## src/rtl/if_fetch_ctrl.sv

```systemverilog
// IF-stage fetch sequencer: drives PC/IF-ID enables against a variable-latency imem.
// Optional performance counters are enabled by defining IF_FETCH_PERF_EN.
module if_fetch_ctrl #(
  parameter int unsigned MAX_WAIT = 15
`ifdef IF_FETCH_PERF_EN
  ,
  parameter int unsigned CNT_W    = 32
`endif
) (
  input  logic             clk,
  input  logic             rst,
  output logic             imem_req,
  input  logic             imem_ready,
  input  logic             pcsrc,
  input  logic             load_use_stall,
  output logic             pc_sel,
  output logic             PCWrite,
  output logic             IF_ID_Write,
  output logic             IF_ID_flush,
  output logic             fetch_err
`ifdef IF_FETCH_PERF_EN
  ,
  output logic [CNT_W-1:0] perf_fetched,
  output logic [CNT_W-1:0] perf_bubbles,
  output logic [CNT_W-1:0] perf_killed
`endif
);

  // state | meaning
  // IDLE  | out of reset, no request issued
  // FETCH | request outstanding at the current PC
  // KILL  | stale request in flight after a redirect; its data is dropped
  typedef enum logic [1:0] {IDLE, FETCH, KILL} state_t;

  localparam logic [7:0] MAX_W = 8'(MAX_WAIT);

  state_t     state_q, state_d;
  logic [7:0] wait_q, wait_d;
  logic       err_q, err_d;

  always_ff @(posedge clk or negedge rst) begin
    if (!rst) begin
      state_q <= IDLE;
      wait_q  <= '0;
      err_q   <= 1'b0;
    end else begin
      state_q <= state_d;
      wait_q  <= wait_d;
      err_q   <= err_d;
    end
  end

  always_comb begin
    state_d     = state_q;
    imem_req    = 1'b0;
    pc_sel      = 1'b0;
    PCWrite     = 1'b0;
    IF_ID_Write = 1'b0;
    IF_ID_flush = 1'b0;
    unique case (state_q)
      IDLE: state_d = FETCH;
      FETCH: begin
        imem_req = 1'b1;
        if (pcsrc) begin
          // redirect squashes the ID instruction even under a load-use stall
          PCWrite     = 1'b1;
          pc_sel      = 1'b1;
          IF_ID_Write = 1'b1;
          IF_ID_flush = 1'b1;
          if (!imem_ready) state_d = KILL;
        end else if (imem_ready) begin
          if (!load_use_stall) begin
            PCWrite     = 1'b1;
            IF_ID_Write = 1'b1;
          end
        end else if (!load_use_stall) begin
          IF_ID_Write = 1'b1;
          IF_ID_flush = 1'b1;
        end
      end
      KILL: begin
        imem_req = 1'b1;
        if (pcsrc) begin
          PCWrite     = 1'b1;
          pc_sel      = 1'b1;
          IF_ID_Write = 1'b1;
          IF_ID_flush = 1'b1;
        end else if (!load_use_stall) begin
          IF_ID_Write = 1'b1;
          IF_ID_flush = 1'b1;
        end
        if (imem_ready) state_d = FETCH;
      end
      default: state_d = IDLE;
    endcase
  end

  // Wait counter saturates; fetch_err is sticky and the FSM keeps waiting.
  always_comb begin
    wait_d = wait_q;
    if (state_q == IDLE || imem_ready) begin
      wait_d = '0;
    end else if (imem_req && wait_q != MAX_W) begin
      wait_d = wait_q + 8'd1;
    end
    err_d = err_q | (wait_d == MAX_W);
  end

  assign fetch_err = err_q;

`ifdef IF_FETCH_PERF_EN
  logic fetched_ev, bubble_ev, killed_ev;

  assign fetched_ev = (state_q == FETCH) & imem_ready & ~load_use_stall & ~pcsrc;
  assign bubble_ev  = IF_ID_Write & IF_ID_flush;
  assign killed_ev  = imem_ready & ((state_q == KILL) | ((state_q == FETCH) & pcsrc));

  always_ff @(posedge clk or negedge rst) begin
    if (!rst) begin
      perf_fetched <= '0;
      perf_bubbles <= '0;
      perf_killed  <= '0;
    end else begin
      if (fetched_ev) perf_fetched <= perf_fetched + 1'b1;
      if (bubble_ev)  perf_bubbles <= perf_bubbles + 1'b1;
      if (killed_ev)  perf_killed  <= perf_killed + 1'b1;
    end
  end
`endif

endmodule

```

## config.mk

```make
export PLATFORM = sky130hd
export DESIGN_NAME = if_fetch_ctrl
export DESIGN_NICKNAME = d
export VERILOG_FILES = /design/src/rtl/if_fetch_ctrl.sv
export SDC_FILE = /design/constraint.sdc
export NUM_CORES = 1
export LEC_CHECK = 0
export CORE_MARGIN = 3
export CORE_UTILIZATION = 47
export DETAILED_ROUTE_END_ITERATION = 7
export PLACE_DENSITY = 0.76
export SLEW_MARGIN = 20
export SYNTH_ARGS = -nofsm -noshare
export SYNTH_HDL_FRONTEND = slang
export SYNTH_SLANG_ARGS = --single-unit
export TNS_END_PERCENT = 100
```

## constraint.sdc

```tcl
create_clock -name clk -period 1.7 [get_ports clk]
set_input_delay 0.34 -clock clk [delete_from_list [all_inputs] [get_ports clk]]
set_output_delay 0.34 -clock clk [all_outputs]
set_load 0.005 [all_outputs]
```

# Word-level counts from Yosys, hierarchy flattened
# Index checks and enable logic that the tools add are counted.
[classes]
addsub = 1
n_bitwise = 1
mux = 18
reduce_logical = 5
eq_ne = 7
[op_table]
columns = ["cell", "count"]
rows = [
  ["8-bit two-way mux", 2],
  ["1-bit two-way mux", 10],
  ["8-bit by 1-bit adder with 8-bit output, second input constant", 1],
  ["8-bit by 4-bit equality test with 1-bit output, second input constant", 1],
  ["8-bit by 4-bit != test with 1-bit output, second input constant", 1],
  ["2-bit two-way mux", 3],
  ["2-bit != test, second input constant", 3],
  ["2-bit one-hot mux with 3 select lines", 1],
  ["1-bit one-hot mux with 2 select lines", 2],
  ["3-bit AND reduction", 1],
  ["2-bit by 1-bit equality test with 1-bit output, second input constant", 1],
  ["2-bit equality test, second input constant", 1],
  ["2-bit zero test", 1],
  ["2-bit OR reduction", 1],
  ["1-bit logical AND", 1],
  ["1-bit logical OR", 1],
  ["1-bit OR", 1],
]
[totals]
elab_cells = 35
register_bits = 11
in_bits = 5
out_inout_bits = 6

# Depth between registers and ports, before layout
[logic_depth]
word_depth = 8
mapped_depth = 7

# Worst setup path before layout
# OpenSTA, ideal clock, no wires.
[synth_path]
kind = "reg-to-reg"
from = "reg state_q[1]"
to = "reg err_q (netlist: fetch_err)"
stages_incl_launch_ff = 8
synth_period_minus_slack_ns = 1.928
path_slack_ns = -0.228
arrival_ns = 1.808
setup_time_ns = 0.120
required_ns = 1.580
path_cell_list = "dfrtp_1 > inv_1 > ha_1 > and4_1 > and3_4 > nor3_1 > a311o_1 > a41o_1"
[synth_via]
elab_chain_cells = 8
elab_cells_between_ends = 11
classes_between = "3 x eq/ne; 3 x mux; 1 x bitwise; 4 x reduce/logical"
[synth_lines]
columns = ["element", "line", "source"]
rows = [
  ["from (decl)", "37", "state_t state_q, state_d;"],
  ["from (signal assigned)", "47", "state_q <= state_d;"],
  ["2-bit equality test / 2-bit by 1-bit equality test with 1-bit output (equally long branches)", "60", "unique case (state_q)"],
  ["2-bit OR reduction (no source line) (*)", "n/a", ""],
  ["1-bit two-way mux (*)", "60", ""],
  ["net imem_req", "12", "output logic imem_req,"],
  ["1-bit logical AND (*)", "103", "end else if (imem_req && wait_q != MAX_W) begin"],
  ["8-bit two-way mux (*)", "103", ""],
  ["8-bit two-way mux (*)", "101", "if (state_q == IDLE || imem_ready) begin"],
  ["8-bit by 4-bit equality test with 1-bit output (*)", "106", "err_d = err_q | (wait_d == MAX_W);"],
  ["1-bit OR (*)", "106", ""],
  ["net err_d", "39", "logic err_q, err_d;"],
  ["to (signal assigned)", "49", "err_q <= err_d;"],
  ["to (decl)", "39", ""],
]
# The timed path passes the listed nets; every way through them passes the cells marked *.
# A chain may end at the register's enable or synchronous reset.

# Worst setup path in the final report
[layout_path]
from = "reg state_q[0]"
to = "reg err_q (netlist: fetch_err)"
[layout_via]
elab_chain_cells = 8
elab_cells_between_ends = 11
classes_between = "3 x eq/ne; 3 x mux; 1 x bitwise; 4 x reduce/logical"
[layout_lines]
columns = ["element", "line"]
rows = [
  ["2-bit equality test / 2-bit by 1-bit equality test with 1-bit output (equally long branches)", "60"],
  ["2-bit OR reduction (no source line)", "n/a"],
  ["1-bit two-way mux", "60"],
  ["1-bit logical AND", "103"],
  ["8-bit two-way mux", "103"],
  ["8-bit two-way mux (*)", "101"],
  ["8-bit by 4-bit equality test with 1-bit output (*)", "106"],
  ["1-bit OR (*)", "106"],
  ["net err_d", "39"],
]
# Marks and branches as above.

==> out/metrics.cfg <==
[layout]
diodes=0
area_growth_pct=41.3
final_cell_area_mm2=0.00112
final_layout_size_suffix_gt1_share_pct=39.8
fin_nets=124

[floorplanning]
fp.dieW_um=47.1
num_rows=14
dieArea_mm2=0.00222
dieHeight_um=47.1
core-area_mm2=0.00154
io_pins=11
initial_core_util_pct=51.5

[cts]
clk_pin_slew_ns=0.07
cts_root_buf=clkbuf_4
cts_buffers=3
htreeDepth=1
ctsHoldBuffers=0
cts.sinks=11
clkLatencyLatePin_ns=0.26
clk_path_buf_depth=2
cts_tree=done

[route]
wl_met1_um=782
highest_layer=met3
first_pass_iters=4
vias=726
drt-total-wl_um=1820
via_per_inst=5.63
wl_per_cell_um=14.1
ant_nets=0
dr_wl_met3_um=60
first_iter_violations=6
wl_met2_um=976
drc=0

[power]
pwr-share-clk_pct=12.0
irDropWorstVdd_mv=0.941
seqPwrFrac_pct=22.5
switching_share_pct=36.0
intPower_uw=937
p_switching_uw=526
p_comb_share_pct=65.5
leakagePower_uw=0.000492
power_density_mw_per_mm2=1310

[setup_path]
slowest_stage=dfrtp_1
path_cells=inv_2 -> ha_4 -> and4_4 -> and3_4 -> nor3_1 -> a311o_1 -> a41o_1
r2r_end=fetch_err
path_delay_family=compound AO/OA/AOI/OAI gates
crit_fanout=4
crit_buf_inv=1
slowest_delay_ns=0.42
end_kind=register
required_ns=1.86
timing.rr.start=state_q[0]
cp.arrival_ns=1.98
crit_type=register to register
crit_start=state_q[0]
ff2ff_path_depth=7
worst-r2r-setup-slack_ns=-0.13
startpoint_type=register

[sta]
relSlewSlack_pct=63.3
worst_pin_slew_ns=0.549
fin_tns_setup_ns=-0.268
period_share_pct=107
postLayoutSetupSlackWorst_ns=-0.126
hold_viol=0
setup_viol=4
finalClockSkew_ns=0.00498
fmax_ghz=0.548
period_needed_ns=1.83
drv_slew=0
rsz0062_at_grt=true

[synthesis]
netlist_area_um2=793
ys.warnings.count=0
ys.flop_type=dfrtp_1
synth_top_cell_by_area=dfrtp_1
synth_top_cell_area_share_pct=34.7
synthMuxAreaShare_pct=3.79
synth_compound_area_share_pct=11.7
synth_nets=95
synthAdderAreaFrac_pct=7.89
synthArstFlopShare_pct=100
synthTopCellsByArea=dfrtp_1 (35%), ha_1 (7.9%), nor2_1 (5.2%)
synth_edf_count=0
ys_types=33
ys_seq_elements=11
synthXorXnorAreaFrac_pct=6.62
synthSimpleGateAreaFrac_pct=29.3
synth_top_family_by_area=simple AND/OR/NAND/NOR gates
yosysSeqAreaShare_pct=34.7
ys_top_cells_by_count=dfrtp_1 (11), nor2_1 (11), ha_1 (5), nand2_1 (5), nor3_1 (5)
synthCells=85
syn_avg_cell_area_um2=9.33

[run]
drv_cap=0

[placed_design]
post_dp_cell_area_um2=991
io_buffers=10
dp_hpwl_um=1250
place_ws_ns=-0.392
place_congestion=0.779

[status]
outcome=finished with violations
violations=setup timing

[grt]
track_usage_pct=19.1
grt_antenna_before_repair=0
grt_max_degree=12
grt_pass1_vias=701
grt-ovfl-total=0
grt_pass1_wl_um=2920

[min_path]
hp-class=input pin to asynchronous set/reset pin

-- worst reg2reg max path, stage by stage, from the launching register on --
cell and delay, ns:
dfrtp_1 0.42, inv_2 0.07, ha_4 0.29, and4_4 0.21
and3_4 0.19, nor3_1 0.04, a311o_1 0.27, a41o_1 0.23
-- registers in the layout (all words and copies together), names as in the netlist --
signal and flops:
wait_q 8, state_q 2, fetch_err 1
-- repair_timing --
| action | CTS | global route |
|---|---|---|
| hold endpoints to repair | 0 | 0 |
| setup endpoints to repair | 6 | 9 |
| gates resized for setup | 29 | 11 |
| pin swaps | 3 | 9 |
| setup buffers | 3 | 3 |
-- per-layer routing --
| layer | global-route usage (%) | up-vias |
|---|---|---|
| li1 | - | 360 |
| met1 | 23.2 | 351 |
| met2 | 33.6 | 15 |
| met3 | 4.60 | 0 |
| met4 | 4.97 | 0 |
| met5 | 0 | - |
-- cells in the final DEF, fill, tap and decap left out, types with 2 or more instances in the layout --
cell type         n
xnor2_1           4
nand3_1           3
nor2_1           11
o21ai_1           3
a21boi_2          2
ha_1              2
xor2_1            2
nor3_1            3
nor3_2            3
clkdlybuf4s50_1   5
buf_4            14
buf_6             4
and4_4            2
dfrtp_1          11
ha_4              3
buf_2             4
mux2i_1           3
a21oi_1           3
clkbuf_4          3
nand2_1           5
inv_1             2
inv_2             2
-- cell families after synthesis --
logic type / after synthesis
xor+xnor: 6
buf+inv: 8
mux: 3
compound gates: 14
flops: 11
fa+ha+maj: 5
simple gates: 38
-- power by group through the flow --
| stage | Clock [µW] | Combinational [µW] | Sequential, µW |
|---|---|---|---|
| detailed placement | 0 | 784 | 328 |
| floorplan | 0 | 431 | 332 |
| global route | 199 | 1050 | 333 |
| finish | 176 | 958 | 329 |
| CTS | 181 | 887 | 325 |
| global placement | 0 | 772 | 326 |
-- worst max path at each step --
stage          cells past startpoint          end  slack [ns]
6_report                           7    fetch_err       -0.13
4_1_cts                            7    fetch_err       -0.09
5_1_grt                            5  IF_ID_flush       -0.18
3_3_place_gp                       5  IF_ID_flush       -0.32
2_1_floorplan                      7    fetch_err       -0.08
3_5_place_dp                       5  IF_ID_flush       -0.39
-- per-stage QoR --
step                      hold WS (ns)  instances  util (%)  power [µW]
after floorplan                 0.0444         85         -         763
after global placement           0.457        120      64.3        1100
after detailed placement         0.462        120      64.3        1110
after CTS                        0.433        127      69.4        1390
after global routing             0.439        129      72.7        1580
final                            0.428        129      72.7        1460
-- layout make-up --
class | instances | area [µm²]
clock buffer | 4 | 26.3
fill | 116 | 420
inverter | 4 | 15.0
multi-input combinational | 66 | 559
sequential | 11 | 275
tap | 16 | 20.0
timing repair buffer | 28 | 225
No activity file was read; power rests on OpenSTA's default activity.
